### config.mk
export PLATFORM = sky130hd
export DESIGN_NAME = bg_tile_rom
export DESIGN_NICKNAME = d
export VERILOG_FILES = /design/src/rtl/bg_tile_rom.sv
export SDC_FILE = /design/constraint.sdc
export NUM_CORES = 1
export LEC_CHECK = 0
export CAP_MARGIN = 20
export CORE_MARGIN = 8
export CORE_UTILIZATION = 35
export CTS_CLUSTER_SIZE = 28
export DETAILED_ROUTE_END_ITERATION = 12
export PLACE_DENSITY = 0.71
export SETUP_SLACK_MARGIN = 0.05
export SLEW_MARGIN = 5
export SYNTH_ARGS = -nofsm -noshare
export SYNTH_HDL_FRONTEND = slang
export SYNTH_SLANG_ARGS = --single-unit
### constraint.sdc
create_clock -name clk -period 3.1 [get_ports clk]
set_input_delay 0.465 -clock clk [delete_from_list [all_inputs] [get_ports clk]]
set_output_delay 0.465 -clock clk [all_outputs]
set_load 0.01 [all_outputs]
### src/rtl/bg_tile_rom.sv
// Procedural background sprite sheet: 32x32 tiles addressed by sheet (x, y), RGB444 out.
// One-cycle registered lookup, a new address every cycle, no stall; video_on=0 blanks to black.
module bg_tile_rom #(
  parameter int unsigned SHEET_W   = 256,
  parameter int unsigned SHEET_H   = 128,
  parameter logic [11:0] KEY_COLOR = 12'h00F
) (
  input  logic        clk,
  input  logic        rst_n,
  input  logic        video_on,
  input  logic [9:0]  x,
  input  logic [9:0]  y,
  output logic [11:0] color
);

  logic [2:0]  tile_c;
  logic [1:0]  tile_r;
  logic [4:0]  u;
  logic [4:0]  v;
  logic [5:0]  uv_sum;
  logic        in_sheet;
  logic [11:0] pixel;

  assign tile_c = x[7:5];
  assign tile_r = y[6:5];
  assign u      = x[4:0];
  assign v      = y[4:0];
  assign uv_sum = {1'b0, u} + {1'b0, v};

  // Full-width compare so addresses past the sheet never alias onto a tile.
  assign in_sheet = ({22'd0, x} < SHEET_W) && ({22'd0, y} < SHEET_H);

  always_comb begin
    pixel = KEY_COLOR;
    if (in_sheet) begin
      if (tile_r == 2'd2) begin
        case (tile_c)
          3'd0: begin
            // Brick wall: mortar rows every 8 lines, vertical joints offset per course.
            if (v[2:0] == 3'd7)
              pixel = 12'h888;
            else if (u[3:0] == (v[3] ? 4'd7 : 4'd15))
              pixel = 12'h888;
            else
              pixel = 12'hB42;
          end
          3'd1: begin
            if (u == 5'd0 || v == 5'd0)
              pixel = 12'hFFF;
            else if (u == 5'd31 || v == 5'd31)
              pixel = 12'h555;
            else
              pixel = 12'hAAA;
          end
          3'd2:    pixel = (uv_sum[2:0] == 3'd0) ? 12'h4AF : 12'h05C;
          3'd3:    pixel = (u[1] ^ v[1]) ? 12'h0A0 : 12'h070;
          default: pixel = KEY_COLOR;
        endcase
      end else if (tile_r == 2'd1 && tile_c == 3'd7) begin
        pixel = (u[2:0] == v[2:0]) ? 12'h444 : 12'h333;
      end
    end
  end

  always_ff @(posedge clk) begin
    if (!rst_n)
      color <= 12'h000;
    else if (!video_on)
      color <= 12'h000;
    else
      color <= pixel;
  end

endmodule

; Word-level counts from Yosys, hierarchy flattened
; Cells that the tools add are included.
[word_totals]
inputBits = 23
output_inout_bits = 12
wordCells = 39
register_bits = 12
[classes]
eq_ne = 11
mux = 12
add_sub_neg = 1
reduce_logical = 10
magnitude_cmp = 2
n_bitwise = 1
[ops]
columns = cell, n
row1 = $pmux 12 s4, 1
row2 = $mux 12, 3
row3 = $mux 11, 3
row4 = $mux 10, 2
row5 = $eq 5x5->1 const B, 2
row6 = $logic_not 5->1, 2
row7 = $lt 10x8->1 const B, 1
row8 = $lt 10x9->1 const B, 1
row9 = $mux 4, 2
row10 = $mux 8, 1
row11 = $eq 3x2->1 const B, 2
row12 = $eq 3x3->1 const B, 2
row13 = $logic_not 3->1, 2
row14 = $eq 4x4->1, 1
row15 = $add 3x3->3, 1
row16 = $eq 3x1->1 const B, 1
row17 = $eq 3x3->1, 1
row18 = $reduce_and 3->1, 1
row19 = $eq 2x1->1 const B, 1
row20 = $eq 2x2->1 const B, 1
row21 = $logic_and 1x1->1, 2
row22 = $logic_or 1x1->1, 2
row23 = $reduce_and 2->1, 1
row24 = $xor 1x1->1, 1

; Depth between registers and ports, before layout
; Gate-level depths: netlist of run 1.
[logic_depth]
depth_word = 7
ltp_mapped = 7
depth_no_buf = 7

; Worst setup path before layout of run 1
; Ideal clock, no wire load.
[synth_timing]
path_kind = input-to-reg
start = input y[0]
end = register color[5]
t_arrival_ns = 2.081
stages = 7
setup_slack_ns = 0.933
setup_ns = 0.087
required_time_ns = 3.013
path_cell_list = ha_1 fa_1 nor4b_1 mux2i_1 nor3b_1 nor2_2 a221oi_2
[synth_via]
elab_chain_len = 6
word_cells_on_any_way = 19
[synth_lines]
columns = element, line
row1 = from (decl), 12  ; input logic [9:0] y,
row2 = branches (longest 6 deep; another with $add 3x3->3), --
row3 = to (signal assigned), 71  ; color <= pixel;
row4 = to (decl), 13  ; output logic [11:0] color
; Several ways; the timed one is not identified.
; A chain may end at the register's enable or synchronous reset.

; Final worst setup path of run 1
; Same ends and word-level chain as after synthesis.

==> results.yml, run 1 <==
routing:
  drc: 0
  drtIter0Drc: 25
  drt-pass1-iter-count: 4
  wl_microns: 2010
  wl_per_cell_microns: 13.6
  vias: 780
  postRouteAntennaNets: 0
  routed_via_density: 5.27
pwr:
  switchingPower_uw: 82.0
  sw_frac_of_total: 0.249
  power.total_uw: 329
  seq_power_share: 0.479
  vdd_drop_max_v: 0.000262
  internal-power_uw: 247
  p_clk_frac: 0.273
  power.density_nw_per_um2: 295
  combPwrFrac: 0.248
  leakage_nw: 0.386
grt:
  track_usage: 0.108
  overflow: 0
  grt_pass1_vias: 711
  grt_max_degree: 9
  antenna_found_initial: 0
  grt_pass1_wl_microns: 3190
die:
  die_y_microns: 61.3
  dieArea_sq_um: 3760
  chipWidth_microns: 61.3
  ioPinCount: 35
  rows: 16
  start_util: 0.370
  core_area_sq_um: 1940
clocking:
  clock_sinks: 12
  ctsHoldBuffers: 0
  clockRootBuffer: "clkbuf_4"
  cts_setup_buffers: 0
  clockBufferDepth: 2
  h-tree-depth: 1
  cts_resized: 0
  cts_buffers: 3
  cts_tree: "done"
  clk_pin_slew_ns: 0.07
sta:
  hold_ws_ns: 0.824
  worst_pin_slew_ns: 0.481
  fmax_ghz: 0.395
  tns_ns: 0
  rsz0062_at_grt: "no"
  setup_viol: 0
  maxSlewViolCount: 0
  finalHoldViolations: 0
  relSlewSlack: 0.677
  period_minus_slack_ns: 2.53
  finalCritPeriodShare: 0.818
layout:
  register_area_sq_um: 240
  diodes: 0
  top_regs: "color: 12 flops"
  nets: 149
  largest_reg_flops: 12
  drive_gt1_frac: 0.0992
  fill_cells: 177
  regMostFlops: "color"
  multi_input_area_sq_um: 470
  syn_to_final_growth_pct: 55.2
logic_synthesis:
  synth_fp_nets: 110
  synthTopCellsByArea: "dfxtp_1 33%, nand2_1 5.7%, a21oi_1 4.2%, a221oi_2 4.2%, ha_1 3.5%"
  synth-edff-count: 0
  yosysMostFrequentCell: "dfxtp_1"
  yosysWarningCount: 0
  synth_seq_cells: 12
  synth_top_cell_area_share: 0.334
  synth_top_cell_by_area: "dfxtp_1"
  synth_cell_types: 34
  syn_avg_cell_area_sq_um: 8.55
  ys_seq_area_frac: 0.334
  ys.flop_type: "dfxtp_1"
  synthTopCellsByCount: "12 x dfxtp_1, 11 x nand2_1, 6 x a21oi_1, 6 x nor2_1, 5 x o21ai_0"
  mappedNetlistArea_sq_um: 718
  syn_inst: 84
  synth-async-reset-ratio: 0
min_path:
  hold_class: "input port to register"
critical_path:
  endpoint_kind: "register"
  cp_max_fo: 3
  arrival_ns: 2.71
  worstPathRequired_ns: 3.28
  path_class: "input port to register"
  critPathLaunchType: "input port"
run_status:
  status: "finished, final reports clean"
placed_design:
  io_buffer_count: 34
  dp_hpwl_microns: 1710
  gp_congestion: 0.809
run:
  drv_cap: 0
-- layout make-up --
type                    count  share of cell area
repair buffers             34               0.305
flip-flops and latches     12               0.215
well taps                  27              0.0303
multi-input cells          70               0.422
clock buffers               3              0.0202
inverters                   2             0.00673
-- through the flow --
stage | std cells | worst slack (ns) | instance area (sq um) | util
floorplan | 84 | 0.933 | 718 | -
global placement | 145 | 0.373 | 1090 | 0.563
detailed placement | 145 | 0.297 | 1090 | 0.563
CTS | 148 | 0.560 | 1110 | 0.574
global route | 148 | 0.381 | 1110 | 0.574
finish | 148 | 0.566 | 1110 | 0.574
-- placed cells by master (no fill, tap or decap) --
cell | netlist | final
o22a_2 | 1 | 1
clkdlybuf4s50_1 | 0 | 34
nor2_1 | 6 | 6
or4_1 | 3 | 3
mux2i_1 | 1 | 1
nand2b_1 | 3 | 3
a211oi_2 | 1 | 1
a21o_1 | 2 | 2
nand2_1 | 11 | 11
clkbuf_4 | 0 | 3
nor3_1 | 3 | 3
nor4b_1 | 1 | 1
or2_2 | 1 | 1
nand3_1 | 3 | 3
fa_1 | 1 | 1
a221oi_2 | 2 | 2
dfxtp_1 | 12 | 12
nor3b_1 | 2 | 2
o31ai_1 | 1 | 1
ha_1 | 2 | 2
nor4_1 | 1 | 1
a21oi_1 | 6 | 6
a21oi_4 | 1 | 1
xor2_1 | 1 | 1
and2_1 | 1 | 1
nor2b_1 | 1 | 1
a31oi_1 | 1 | 1
inv_1 | 2 | 2
a211oi_1 | 2 | 2
a21oi_2 | 1 | 1
o21ai_0 | 5 | 5
nor2_2 | 2 | 2
o22a_1 | 1 | 1
a41o_1 | 1 | 1
xnor2_1 | 1 | 1
o22ai_1 | 1 | 1
-- power by group through the flow --
stage | combinational [mW] | clock, mW | sequential (mW)
after floorplan | 0.0326 | 0 | 0.163
final | 0.0816 | 0.0899 | 0.158
after detailed placement | 0.0810 | 0 | 0.161
after global placement | 0.0800 | 0 | 0.161
after global routing | 0.0892 | 0.0999 | 0.158
after CTS | 0.0815 | 0.0913 | 0.158
-- cell families (layout without fill, tap and decap cells) --
group / count (synthesis) / after routing / share of synthesized area
flops: 12 / 12 / 0.334
buf+inv: 2 / 39 / 0.0105
fa+ha+maj: 3 / 3 / 0.0627
compound gates: 26 / 26 / 0.280
mux: 1 / 1 / 0.0139
xor+xnor: 2 / 2 / 0.0244
simple gates: 38 / 38 / 0.274
-- critical path, stage by stage --
cell and delay, ns:
clkdlybuf4s50_1 0.45, ha_1 0.23, fa_1 0.47, nor4b_1 0.29, mux2i_1 0.14, nor3b_1 0.35, nor2_2 0.11, a221oi_2 0.21
-- final timing paths --
| kind | from | to | slack [ns] | cells after the start |
|---|---|---|---|---|
| max | y[0] | color[5]$_SDFF_PN0_ | 0.57 | 8 |
| min | video_on | color[2]$_SDFF_PN0_ | 0.82 | 3 |
-- routing by layer --
layer	part of all wire	up-vias	GRT usage
met1	0.43	360	0.132
li1	-	390	-
met4	0.011	0	0.0399
met3	0.063	2	0.0251
met5	0	-	0
met2	0.50	28	0.179
No activity file was read; power rests on OpenSTA's default activity.
==> run 2, diff against run 1 <==
==> constraint.sdc (replaced) <==
create_clock -name clk -period 2.5 [get_ports clk]
set_input_delay 0.375 -clock clk [delete_from_list [all_inputs] [get_ports clk]]
set_output_delay 0.375 -clock clk [all_outputs]
set_load 0.01 [all_outputs]
==> results.yml, run 2 (synthesized netlist as in run 1, its figures left out) <==
sta:
  finalCritPeriodShare: 0.936
  period_minus_slack_ns: 2.34
  setup_viol: 0
  fmax_ghz: 0.427
  finalHoldViolations: 0
  relSlewSlack: 0.654
  maxSlewViolCount: 0
  rsz0062_at_grt: "no"
  worst_pin_slew_ns: 0.515
layout:
  fin_cells: 153
  fill_cells: 186
  largest_reg_flops: 12
  layout_common_cells: "34 x clkdlybuf4s50_1, 12 x dfxtp_1, 11 x nand2_1"
  syn_to_final_growth_pct: 62.2
  final_common_cell: "clkdlybuf4s50_1"
  top_regs: "color: 12 flops"
  nets: 154
  regMostFlops: "color"
  fin_util: 0.600
  diodes: 0
  fin_area_sq_um: 1160
  multi_input_area_sq_um: 483
  register_area_sq_um: 240
  drive_gt1_frac: 0.151
clocking:
  cts_tree: "done"
  clockBufferDepth: 2
  clock_sinks: 12
  h-tree-depth: 1
  cts_setup_buffers: 0
  cts_resized: 0
  clockRootBuffer: "clkbuf_4"
  ctsHoldBuffers: 0
  cts_buffers: 3
  clk_pin_slew_ns: 0.07
die:
  core_area_sq_um: 1940
  dieArea_sq_um: 3760
  die_y_microns: 61.3
  ioPinCount: 35
  rows: 16
  chipWidth_microns: 61.3
  start_util: 0.370
routing:
  routed_via_density: 5.19
  postRouteAntennaNets: 0
  wl_microns: 2080
  drt-pass1-iter-count: 4
  drtIter0Drc: 20
  drc: 0
  vias: 794
  wl_per_cell_microns: 13.6
critical_path:
  path_class: "input port to register"
  crit_buf_inv: 2
  cp_max_fo: 3
  critPathLaunchType: "input port"
  worstPathRequired_ns: 2.67
  cp_slowest_cell: "fa_1"
  arrival_ns: 2.51
  slowest_delay_ns: 0.48
  endpoint_kind: "register"
  cp.depth: 9
  crit_start: "y[0]"
  critPathTopFamily: "adder cells"
  endpoint: "color[5]$_SDFF_PN0_"
  crit_path_cell_trace: "clkdlybuf4s50_1, ha_1, fa_1, nor4b_2, mux2i_1, nor3b_1, buf_4, nor2_2, a221oi_2"
pwr:
  vdd_drop_max_v: 0.000250
  power.density_nw_per_um2: 357
  leakage_nw: 0.413
placed_design:
  post_dp_cell_area_sq_um: 1130
  gp_congestion: 0.831
  dp_hpwl_microns: 1740
  io_buffer_count: 34
  place_inst: 150
grt:
  grt_pass1_vias: 753
  track_usage: 0.111
  overflow: 0
  grt_max_degree: 9
  grt_pass1_wl_microns: 3260
  antenna_found_initial: 0
min_path:
  hp-start: "video_on"
  hold_class: "input port to register"
run_status:
  status: "finished, final reports clean"
run:
  drv_cap: 0
==> run 2: stage by stage <==
| stage | TNS, ns | power, mW | setup slack, ns | hold WS [ns] |
|---|---|---|---|---|
| after floorplan | 0 | 0.242 | 0.423 | 0.553 |
| after global placement | -0.128 | 0.304 | -0.0485 | 1.02 |
| after detailed placement | -0.339 | 0.305 | -0.116 | 1.02 |
| after CTS | 0 | 0.417 | 0.133 | 0.740 |
| after global routing | 0 | 0.440 | 0.0435 | 0.762 |
| final | 0 | 0.416 | 0.160 | 0.750 |
==> run 2: worst min path at each step <==
stage	slack (ns)	end	cells after the start
CTS	0.74	color[2]$_SDFF_PN0_	3
detailed placement	1.02	color[2]$_SDFF_PN0_	3
floorplan	0.55	color[2]$_SDFF_PN0_	2
global route	0.76	color[2]$_SDFF_PN0_	3
global placement	1.02	color[2]$_SDFF_PN0_	3
finish	0.75	color[2]$_SDFF_PN0_	3
==> run 2: report_power, final <==
| part | total, mW | switching [mW] | internal [mW] | leakage [nW] |
|---|---|---|---|---|
| clock | 0.110 | 0.0549 | 0.0555 | 0.0138 |
| combinational | 0.110 | 0.0488 | 0.0617 | 0.301 |
| sequential | 0.195 | 0.000830 | 0.195 | 0.0977 |
| total | 0.416 | 0.104 | 0.312 | 0.413 |
==> run 2: area by class of cell <==
type,instances,share of cell area
clock buffer,3,0.0193
inverter,2,0.00644
multi-input combinational,70,0.415
sequential,12,0.206
tap,27,0.0290
timing repair buffer,39,0.324
==> run 2: tightest hold or removal path: cells and delay by family <==
family,cells,cell delay [ns]
AO/OA/AOI/OAI,1,0.05
buffers and inverters,1,0.42
AND/OR/NAND/NOR,1,0.13
==> run 2: routing by layer <==
metal  vias up  global-route usage  routed length, microns
met5         -                   0                       0
met4         0              0.0365                      19
met3         2              0.0313                     128
met2        30               0.190                    1020
met1       360               0.130                     917
li1        402                   -                       -
